File: src/rtl/serial_shift_out_if.sv
// Pin-side bundle of the serial shift-register driver: request/data inputs
// and the 74HC595-style chain outputs plus the busy/done handshake.
interface serial_shift_out_if #(
  parameter int unsigned DATA_W = 16
);
  logic              en;
  logic              start;
  logic [DATA_W-1:0] p_data;
  logic              sclk;
  logic              sout;
  logic              sen;
  logic              sclrn;
  logic              busy;
  logic              done;

  modport master (
    output en, start, p_data,
    input  sclk, sout, sen, sclrn, busy, done
  );

  modport slave (
    input  en, start, p_data,
    output sclk, sout, sen, sclrn, busy, done
  );
endinterface

File: src/rtl/serial_shift_out.sv
// Serialises a parallel frame onto a shift-register chain (sclk/sout), pulses
// the latch enable afterwards, and reports busy/done; all outputs registered.
module serial_shift_out #(
  parameter int unsigned DATA_W       = 16,
  parameter int unsigned DIV_HALF     = 4,
  parameter bit          MSB_FIRST    = 1'b1,
  parameter bit          INVERT_SOUT  = 1'b0,
  parameter bit          AUTO_REFRESH = 1'b0
) (
  input  logic              clk,
  input  logic              rst,
  serial_shift_out_if.slave bus
);
  localparam int unsigned      CNT_W    = $clog2(DATA_W + 1);
  localparam int unsigned      DIV_W    = $clog2(DIV_HALF + 1);
  localparam logic [CNT_W-1:0] CNT_FULL = CNT_W'(DATA_W);
  localparam logic [CNT_W-1:0] CNT_ONE  = CNT_W'(1);
  localparam logic [DIV_W-1:0] DIV_LAST = DIV_W'(DIV_HALF - 1);

  typedef enum logic [1:0] {
    S_IDLE  = 2'd0,
    S_SHIFT = 2'd1,
    S_LATCH = 2'd2,
    S_DONE  = 2'd3
  } state_t;

  state_t            r_state, w_state_nxt;
  logic [DATA_W-1:0] r_shift, w_shift_nxt;
  logic [CNT_W-1:0]  r_cnt, w_cnt_nxt;
  logic [DIV_W-1:0]  r_div, w_div_nxt;
  logic              r_phase, w_phase_nxt;
  logic              r_from_done;
  logic              r_sclk, r_sout, r_sen, r_sclrn, r_busy, r_done;
  logic              w_go, w_head, w_div_last;
  logic [DATA_W-1:0] w_shifted;

  // An auto-refresh restart is only possible in the IDLE cycle right after DONE.
  assign w_go       = bus.en & (bus.start | (AUTO_REFRESH & r_from_done));
  assign w_head     = MSB_FIRST ? r_shift[DATA_W-1] : r_shift[0];
  assign w_shifted  = MSB_FIRST ? (r_shift << 1) : (r_shift >> 1);
  assign w_div_last = (r_div == DIV_LAST);

  // Next-state logic; r_phase selects the low (0) or high (1) half of a bit.
  always_comb begin
    w_state_nxt = r_state;
    w_shift_nxt = r_shift;
    w_cnt_nxt   = r_cnt;
    w_div_nxt   = r_div;
    w_phase_nxt = r_phase;
    case (r_state)
      S_IDLE: begin
        if (w_go) begin
          w_shift_nxt = bus.p_data;
          w_cnt_nxt   = CNT_FULL;
          w_div_nxt   = '0;
          w_phase_nxt = 1'b0;
          w_state_nxt = S_SHIFT;
        end else begin
          w_state_nxt = S_IDLE;
        end
      end
      S_SHIFT: begin
        if (w_div_last) begin
          w_div_nxt = '0;
          if (r_phase) begin
            w_phase_nxt = 1'b0;
            w_shift_nxt = w_shifted;
            w_cnt_nxt   = r_cnt - CNT_ONE;
            if (r_cnt == CNT_ONE) begin
              w_state_nxt = S_LATCH;
            end else begin
              w_state_nxt = S_SHIFT;
            end
          end else begin
            w_phase_nxt = 1'b1;
          end
        end else begin
          w_div_nxt = r_div + DIV_W'(1);
        end
      end
      S_LATCH: begin
        if (w_div_last) begin
          w_div_nxt   = '0;
          w_state_nxt = S_DONE;
        end else begin
          w_div_nxt = r_div + DIV_W'(1);
        end
      end
      S_DONE: begin
        w_state_nxt = S_IDLE;
      end
      default: begin
        w_state_nxt = S_IDLE;
      end
    endcase
  end

  // State, datapath and pin registers; pins lag the state by one cycle.
  always_ff @(posedge clk or posedge rst) begin
    if (rst) begin
      r_state     <= S_IDLE;
      r_shift     <= '0;
      r_cnt       <= '0;
      r_div       <= '0;
      r_phase     <= 1'b0;
      r_from_done <= 1'b0;
      r_sclk      <= 1'b0;
      r_sout      <= INVERT_SOUT;
      r_sen       <= 1'b0;
      r_sclrn     <= 1'b0;
      r_busy      <= 1'b0;
      r_done      <= 1'b0;
    end else begin
      r_state     <= w_state_nxt;
      r_shift     <= w_shift_nxt;
      r_cnt       <= w_cnt_nxt;
      r_div       <= w_div_nxt;
      r_phase     <= w_phase_nxt;
      r_from_done <= (r_state == S_DONE);
      r_sclk      <= (r_state == S_SHIFT) && r_phase;
      r_sen       <= (r_state == S_LATCH);
      r_sclrn     <= 1'b1;
      r_busy      <= (r_state == S_SHIFT) || (r_state == S_LATCH);
      r_done      <= (r_state == S_DONE);
      if (r_state == S_SHIFT) begin
        r_sout <= w_head ^ INVERT_SOUT;
      end else begin
        r_sout <= r_sout;
      end
    end
  end

  assign bus.sclk  = r_sclk;
  assign bus.sout  = r_sout;
  assign bus.sen   = r_sen;
  assign bus.sclrn = r_sclrn;
  assign bus.busy  = r_busy;
  assign bus.done  = r_done;
endmodule
File: src/flat_wrapper.sv
// flat-port wrapper written by rule: the top's interface ports become plain ports
module serial_shift_out_flat 
#(
  parameter int unsigned DATA_W       = 16,
  parameter int unsigned DIV_HALF     = 4,
  parameter bit          MSB_FIRST    = 1'b1,
  parameter bit          INVERT_SOUT  = 1'b0,
  parameter bit          AUTO_REFRESH = 1'b0
)
  (clk, rst, bus_en, bus_start, bus_p_data, bus_sclk, bus_sout, bus_sen, bus_sclrn, bus_busy, bus_done);
  serial_shift_out_if #(.DATA_W(DATA_W)) bus_i ();
  input  logic clk;
  input  logic rst;
  input wire logic [$bits(bus_i.en)-1:0] bus_en;
  input wire logic [$bits(bus_i.start)-1:0] bus_start;
  input wire logic [$bits(bus_i.p_data)-1:0] bus_p_data;
  output wire logic [$bits(bus_i.sclk)-1:0] bus_sclk;
  output wire logic [$bits(bus_i.sout)-1:0] bus_sout;
  output wire logic [$bits(bus_i.sen)-1:0] bus_sen;
  output wire logic [$bits(bus_i.sclrn)-1:0] bus_sclrn;
  output wire logic [$bits(bus_i.busy)-1:0] bus_busy;
  output wire logic [$bits(bus_i.done)-1:0] bus_done;
  assign bus_i.en = bus_en;
  assign bus_i.start = bus_start;
  assign bus_i.p_data = bus_p_data;
  assign bus_sclk = bus_i.sclk;
  assign bus_sout = bus_i.sout;
  assign bus_sen = bus_i.sen;
  assign bus_sclrn = bus_i.sclrn;
  assign bus_busy = bus_i.busy;
  assign bus_done = bus_i.done;
  serial_shift_out #(.DATA_W(DATA_W), .DIV_HALF(DIV_HALF), .MSB_FIRST(MSB_FIRST), .INVERT_SOUT(INVERT_SOUT), .AUTO_REFRESH(AUTO_REFRESH)) u_core (.clk(clk), .rst(rst), .bus(bus_i));
endmodule
File: config.mk
export PLATFORM = sky130hd
export DESIGN_NAME = serial_shift_out_flat
export DESIGN_NICKNAME = d
export VERILOG_FILES = /design/src/rtl/serial_shift_out_if.sv /design/src/rtl/serial_shift_out.sv /design/src/flat_wrapper.sv
export SDC_FILE = /design/constraint.sdc
export NUM_CORES = 1
export LEC_CHECK = 0
export ABC_AREA = 1
export ABC_CLOCK_PERIOD_IN_PS = 4200
export BUFFER_PORTS_ARGS = -buffer_cell sky130_fd_sc_hd__buf_4
export CORE_MARGIN = 5
export CORE_UTILIZATION = 60
export DETAILED_ROUTE_END_ITERATION = 8
export PLACE_DENSITY = 0.84
export SLEW_MARGIN = 10
export SYNTH_ARGS = -nofsm -noshare
export SYNTH_HDL_FRONTEND = slang
export SYNTH_SLANG_ARGS = --single-unit
File: constraint.sdc
create_clock -name clk -period 4.2 [get_ports clk]
set_input_delay 0.42 -clock clk [delete_from_list [all_inputs] [get_ports clk]]
set_output_delay 0.42 -clock clk [all_outputs]
set_load 0.05 [all_outputs]
==> results.md, run 1 <==
- For the finished layout, the period the worst path requires is 2.48 ns.
- The number of antenna violations at the first check in global routing is 0.
- The largest total area in the synthesized netlist belongs to dfrtp_1.
- The number of non-filler instances in the completed layout is 234.
- Using the TritonRoute via totals, the vias-per-cell ratio works out to 5.29.
- The final number of hold-violating endpoints is 0.
- For this run, the detailed router's first-pass iteration total came to 5.
- The iteration-0 DRC count of the detailed router is 56.
- The die is 62.8 µm wide.
- Clock tree synthesis selected as its root buffer the cell clkbuf_4.
- By count the netlist is led by 43 x nand2_1, 33 x dfrtp_1, 15 x inv_1, 15 x mux2i_1, 11 x o21ai_0.
- The floorplan has 19 rows.
- During I/O placement, the number of pins put on the boundary was 26.
- Setup repair after global routing left no endpoint under its margin.
- The delay of the slowest cell on the worst path is 0.55 ns.
- The net switching power of the design is 0.000118 W.
- The final net count is 230.
- The net count after synthesis is 202.
- Clock latency on the worst-skew pair, taken at its later pin, is 0.33 ns.
- The routed design has 3040 µm of wire.
- The number of enable flip-flop cells after synthesis is 0.
- In this run the deepest clock path goes through 2 buffers.
- The area of the die is 3940 µm².
- TritonCTS built the clock tree.
- Traced cell by cell, the critical path runs through inv_1 -> ha_1 -> buf_4 -> inv_4 -> nand2_2 -> nand2_2 -> nand3_2 -> o21ai_0.
- The completed layout was analyzed and its total power is 0.000513 W.
- The worst supply voltage drop on vdd is 0.260 mV.
- The worst path uses 58.9% of the clock period.
- CTS built an H-tree with a depth of 2.
- The number of storage elements in the synthesis netlist is 33.
- Setup total negative slack on the finished layout was measured at 0 ns.
- The switching portion of total power is 23.0%.
- The number of hold buffers added after cts is 1.
- The via count of the first global-routing pass is 1,331.
- nand2_1 is the most common cell in the netlist.
- The fraction of the yosys area taken by sequential cells is 49.4%.
- The critical path's slowest cell is nand3_2.
- The total area inside the core boundary comes to 2710 µm².
- Hold is met by 0.368 ns.
- The max-slew violation count was 0.
- The data arrival time of the critical path is 2.71 ns.
- The flow ran to the end, and the final reports show no timing, DRC or antenna violations.
- For this run, the total global-route usage over all layers was measured as 17.6%.
- In the final routed layout, each cell accounts on average for 13.0 µm.
- STA classifies the critical path startpoint as a flip-flop.
- Synthesis handed over a netlist of 174 instances.
- In this run the register-to-register setup slack is 1.72 ns.
- The number of library cell types mapped by synthesis is 21.
- Based on the critical path, the design can be clocked at up to 0.404 GHz.
- After clock tree synthesis, the repair step resized 0 gates.
- For this design the static power due to leakage is 1.06 nW.
- The worst max-slew margin expressed relative to the limit is 51.3%.
- Of all flip-flops after synthesis, the portion carrying an async set or reset was 100%.
- Once detail routing completed, the nets flagged for antenna violations numbered 0.
- The synthesized area per cell is 9.61 µm².
- The worst hold path belongs to the class input port to flip-flop.
- The placed cell count is 225.
- Post-CTS timing repair inserted 0 buffers for setup.
- The floorplan step set the die height to 62.8 µm.
- The critical path data required time is 4.43 ns.
- The maximum number of pins on one net before global-route repair is 39.
- The area growth from synthesis to layout is 14.4%.
- The clock-pin transition on the worst setup and hold timing paths is 0.10 ns.
- The final weighted congestion in routability-driven placement is 0.916.
- Setup violations remaining at the end of the flow were counted as 0.
- The number of clock buffers added by TritonCTS is 5.
- 0 antenna diodes ended up in the layout.
- The total global routing overflow is 0.
- In the post-synthesis netlist, the biggest area contributors are dfrtp_1 49%, nand2_1 9.7%, mux2i_1 9.0%.
- The most frequent cell on the critical path is nand2_2.
- The internal power of the cells totals 0.000395 W.
- Max-cap violations in this run came to 0.
- The kind of capture point of the worst setup path is a flip-flop.
- The post-route DRC violation count is 0.
- At the pin with the least slew margin, the transition time is 0.729 ns.
- The power share of the sequential group is 62.0%.
- The first global-routing pass estimated 5580 µm of wire.
- Combinational cells account for 4.8% of the total power.
- The total power divided by cell area is 268 nW/µm².
- In this design, the largest share of critical-path delay is due to simple AND/OR/NAND/NOR gates.
- The fraction of final layout cells sized beyond drive strength 1 is 24.1%.
- In this run the biggest area consumer among cell types represents 49.4% of the synthesized area.
- The port buffer count is 25.
- The primary flip-flop cell chosen by synthesis mapping is dfrtp_1.
- On the final layout, the worst clock skew is 0.00427 ns.
- The total buffers and inverters traversed by the critical path is 3.
- The half-perimeter wire length after placement is 2210 µm.
- The overall via count from detail_route is 1,238.
- The clock network accounts for 33.2% of the total power.
- The warning count from the yosys run is 0.
- Summing every instance area after synthesis gives 1670 µm².
- The number of sinks handled by clock tree synthesis is 33.
- The initial core utilization is 61.7%.
- The worst-path maximum fanout is 38.
- The worst setup path is of the flip-flop to flip-flop kind.
## cells in the final DEF, fill, tap and decap left out, types with 2 or more instances in the layout
cell type | synthesis | routed
o21ai_0 | 11 | 11
nand4_1 | 3 | 3
nand3_2 | 2 | 2
clkbuf_4 | 0 | 5
o21ai_1 | 2 | 2
nand3_1 | 6 | 6
nor2_1 | 8 | 8
mux2i_1 | 15 | 15
a21oi_1 | 5 | 5
clkinv_2 | 0 | 2
ha_1 | 8 | 8
dfrtp_1 | 33 | 33
nand2_2 | 2 | 2
inv_1 | 15 | 15
nand2_1 | 43 | 43
o21ai_2 | 10 | 10
buf_4 | 1 | 27
## metal layers
layer | part of all wire (%) | GRT usage, % | up-vias
li1 | - | - | 623
met1 | 42 | 21.0 | 577
met3 | 5.6 | 6.29 | 7
met4 | 2.0 | 6.37 | 0
met5 | 0 | 0 | -
met2 | 50 | 29.0 | 31
## through the flow
step	utilization [%]	cell area, µm²	setup slack (ns)
2_1_floorplan	-	1670	2.72
3_3_place_gp	68.3	1850	1.82
3_5_place_dp	68.3	1850	1.74
4_1_cts	70.5	1910	1.72
5_1_grt	70.5	1910	1.43
6_report	70.5	1910	1.72
## worst min-delay path: cells and delay by family
family / cells / cell delay [ns]
compound gates: 1 / 0.06
buf+inv: 1 / 0.11
simple gates: 1 / 0.08
## path summary, 6_finish.rpt
check	start	to	cells past startpoint
setup / recovery	flip-flop	u_core.r_shift[12]$_DFFE_PP0P_	8
hold / removal	bus_p_data[0]	u_core.r_shift[0]$_DFFE_PP0P_	3
setup reg to reg	flip-flop	u_core.r_shift[12]$_DFFE_PP0P_	8
hold reg to reg	u_core.r_shift[6]$_DFFE_PP0P_	u_core.r_shift[6]$_DFFE_PP0P_	2
max in group asynchronous	rst	u_core.r_shift[1]$_DFFE_PP0P_	4
min in group asynchronous	rst	u_core.bus.sclrn$_DFF_PP0_	3
## registers in the layout, summed over array words and instances (netlist names), named ones only
name	cells
u_core.bus.busy	1
u_core.bus.done	1
u_core.bus.sclk	1
u_core.bus.sclrn	1
u_core.bus.sen	1
u_core.bus.sout	1
u_core.r_cnt	5
u_core.r_div	3
u_core.r_phase	1
u_core.r_shift	16
u_core.r_state	1
## kinds of logic (layout without fill, tap and decap cells)
kind of cell,after synthesis,after routing,synth area share [%]
mux,15,15,8.98
simple gates,64,64,16.3
buf+inv,23,52,7.49
xor+xnor,1,1,0.524
flops,33,33,49.4
fa+ha+maj,8,8,5.99
compound gates,29,29,11.1
other cells,1,1,0.224
## power groups by stage
stage / Combinational (W) / Clock, W / Sequential [W]
after CTS: 0.0000251 / 0.000176 / 0.000318
after detailed placement: 0.0000242 / 0 / 0.000324
after global placement: 0.0000236 / 0 / 0.000324
after global routing: 0.0000273 / 0.000195 / 0.000318
after floorplan: 0.00000549 / 0 / 0.000326
final: 0.0000244 / 0.000170 / 0.000318
## final cells by class
| type | count | area, µm² |
|---|---|---|
| Fill cell | 215 | 798 |
| Inverter | 16 | 62.6 |
| Timing Repair Buffer | 28 | 213 |
| Clock inverter | 2 | 10.0 |
| Clock buffer | 6 | 41.3 |
| Multi-Input combinational cell | 118 | 721 |
| Tap cell | 31 | 38.8 |
| Sequential cell | 33 | 826 |
Note: power is estimated with default switching activity, not from simulation.
==> run 2, diff against run 1 <==
--- a/config.mk
+++ b/config.mk
@@ -6,12 +6,12 @@
 export NUM_CORES = 1
 export LEC_CHECK = 0
 export ABC_AREA = 1
-export ABC_CLOCK_PERIOD_IN_PS = 4200
+export ABC_CLOCK_PERIOD_IN_PS = 2400
 export BUFFER_PORTS_ARGS = -buffer_cell sky130_fd_sc_hd__buf_4
 export CORE_MARGIN = 5
-export CORE_UTILIZATION = 60
+export CORE_UTILIZATION = 55
 export DETAILED_ROUTE_END_ITERATION = 8
-export PLACE_DENSITY = 0.84
+export PLACE_DENSITY = 0.78
 export SLEW_MARGIN = 10
 export SYNTH_ARGS = -nofsm -noshare
 export SYNTH_HDL_FRONTEND = slang
==> constraint.sdc (replaced) <==
create_clock -name clk -period 2.4 [get_ports clk]
set_input_delay 0.24 -clock clk [delete_from_list [all_inputs] [get_ports clk]]
set_output_delay 0.24 -clock clk [all_outputs]
set_load 0.05 [all_outputs]
==> run 2 against run 1 <==
  * Flip-flop and latch count is the same
  * Worst hold slack lost 0.19 ns
  * Clock-buffer cell count grew 1
  * Die area increased by 7.6%
  * Routed wire length decreased by 4.9%
  * Worst setup slack got worse by 1.0 ns
  * Clock skew up 0.0015 ns
  * Global-route usage shrank 0.92 points
  * Critical path type unchanged
==> results.md, run 2 (synthesized netlist as in run 1, its figures left out) <==
- The library cell used most frequently in the layout, excluding fill and tap cells, is nand2_1.
- Counting I/O delays and the setup requirement, the final critical path takes 1.71 ns.
- Across the run, the number of max-cap violations was 0.
- CTS built an H-tree with a depth of 2.
- For this design the static power due to leakage is 1.06 nW.
- The cell sitting at the root of the clock tree is a clkbuf_4.
- The number of antenna violations at the first check in global routing came to 0.
- The port buffer count is 25.
- The post-route DRC violation count is 0.
- The final net count is 231.
- The remaining antenna violation count after routing is 0.
- The maximum clock rate is 0.584 GHz.
- Buffers inserted during clock tree synthesis total 5.
- The clock reaches the later pin of the worst-skew pair after 0.33 ns.
- The final weighted congestion in routability-driven placement is 0.825.
- The worst hold path startpoint is bus_p_data[0].
- The count of inserted antenna diode cells is 0.
- The finished layout cell area is 1930 µm².
- The initial core utilization is 56.1%.
- The worst hold path class is input port to flip-flop.
- The wire length of the first global-routing pass is 5360 µm.
- The total global routing overflow is 0.
- At the worst endpoint, the arrival time is 1.97 ns.
- The clock-pin transition on the worst setup and hold timing paths is 0.09 ns.
- The register containing the most flip-flops in the final layout is u_core.r_shift.
- In this run, the number of DRC markers left after iteration 0 of detailed routing was 53.
- For this design the ratio of total power to cell area is 473 nW/µm².
- The worst supply voltage drop on vdd is 0.325 mV.
- Pin placement for this block handled 26 I/O pins.
- The flow ran to the end, and the final reports show no timing, DRC or antenna violations.
- The library cells used most frequently in the layout, excluding fill and tap cells, are 43 x nand2_1, 33 x dfrtp_1, 28 x buf_4, 15 x inv_1, 15 x mux2i_1.
- The total wirelength of the detailed-routed design is 2890 µm.
- The total placed instance area is 1860 µm².
- The portion of the clock cycle consumed by the worst path in the final layout is 71.4%.
- In this run the top signal layer used is met4.
- Data on the critical path is required at its endpoint by 2.66 ns.
- The worst setup skew after layout is 0.00576 ns.
- The die span in y is 65.1 µm.
- The routed wirelength normalized by instance count is 12.3 µm.
- The area growth from synthesis to layout is 15.2%.
- Setup repair after global routing left no endpoint under its margin.
- Entering global routing, the biggest net connects 39 pins.
- The first detailed-routing pass ran for 4 iterations.
- The met2 wire length is 1410 µm.
- The startpoint type of the worst setup path is a flip-flop.
- Along the worst path, the maximum fanout reaches 38.
- The overall via count from detail_route is 1,200.
- The number of sinks handled by clock tree synthesis is 33.
- The final number of hold-violating endpoints came to 0.
- The maximum root-to-sink buffer count is 2.
- Row generation in the floorplan step produced 20 rows.
- Summed over all nets, the half-perimeter wirelength after detailed placement is 2140 µm.
- The detailed router put a total of 1300 µm of wire on met1.
- The via count of the first global-routing pass came to 1,251.
- After routing, the total negative slack on setup checks comes to 0 ns.
- The largest registers in the layout are u_core.r_shift x16, u_core.r_cnt x5, u_core.r_div x3.
- The ratio of routed vias to standard cells is 5.08.
- The max-slew violation count was 0.
- The width of the chip is 65.1 µm.
- After detailed routing, the met3 layer carries 146 µm of wire.
- The area of the die is 4240 µm².
- The placeable core region is 2980 µm².
- The post-route netlist has 24.1% of its cells at a drive strength greater than 1.
- The classification of the worst setup path is flip-flop to flip-flop.
- The final setup violation count is 0.
- The register with the most flip-flops in the layout has 16 of them.
- TritonCTS built the clock tree.
- In the global route stage, overall resource usage came out at 16.7%.
- The kind of capture point of the worst setup path is a flip-flop.
[run 2: changes by cell type in the layout (fill, tap and decap cells not counted)]
cell / delta
buf_4: +1
clkinv_2: -2
clkbuf_8: +1
[run 2: area by class of cell]
cell class / count / area [µm²]
fillers: 255 / 1050
clock buffers: 7 / 55.1
flip-flops and latches: 33 / 826
inverters: 16 / 62.6
well taps: 33 / 41.3
multi-input cells: 118 / 721
repair buffers: 29 / 220
[run 2: metrics by stage]
step	hold WS, ns	worst slack (ns)	utilization [%]	std cells	total power (W)
5_1_grt	0.171	0.464	64.7	236	0.000961
4_1_cts	0.165	0.659	64.7	236	0.000924
3_5_place_dp	0.365	0.688	62.5	228	0.000610
2_1_floorplan	0.369	0.917	-	174	0.000580
6_report	0.180	0.687	64.7	236	0.000910
3_3_place_gp	0.354	0.772	62.5	228	0.000609
[run 2: power breakdown]
part | switching [W] | leakage, nW | total [W] | internal [W]
Combinational | 0.0000191 | 0.614 | 0.0000425 | 0.0000234
Clock | 0.000173 | 0.0314 | 0.000311 | 0.000138
Sequential | 0.000000197 | 0.418 | 0.000557 | 0.000556
Total | 0.000192 | 1.06 | 0.000910 | 0.000718
[run 2: final timing paths]
path	endpoint	slack [ns]	depth (start not counted)
worst min register to register	u_core.r_shift[8]$_DFFE_PP0P_	0.49	2
worst max-delay path	u_core.r_shift[2]$_DFFE_PP0P_	0.69	9
min in group asynchronous	u_core.r_shift[11]$_DFFE_PP0P_	0.55	4
max in group asynchronous	asynchronous set/reset pin	1.55	4
worst min-delay path	u_core.r_shift[0]$_DFFE_PP0P_	0.18	3
worst max register to register	u_core.r_shift[2]$_DFFE_PP0P_	0.69	9
[run 2: timing repair]
action,CTS,global route
endpoints found under the hold margin,29,0
gates resized for setup,0,0
setup buffers,0,0
hold buffers,1,0
[run 2: critical path, stage by stage (launching register included)]
cell and delay (ns):
dfrtp_1 0.43, inv_1 0.11, ha_1 0.27, inv_4 0.08, nand2_2 0.07, nand2_2 0.06, nand3_2 0.05, buf_4 0.35
nand2_1 0.13, o21ai_2 0.08
[run 2: layer usage]
metal	up-vias	track usage, %
li1	620	-
met4	0	9.33
met3	4	4.44
met5	-	0
met2	22	27.2
met1	554	19.9
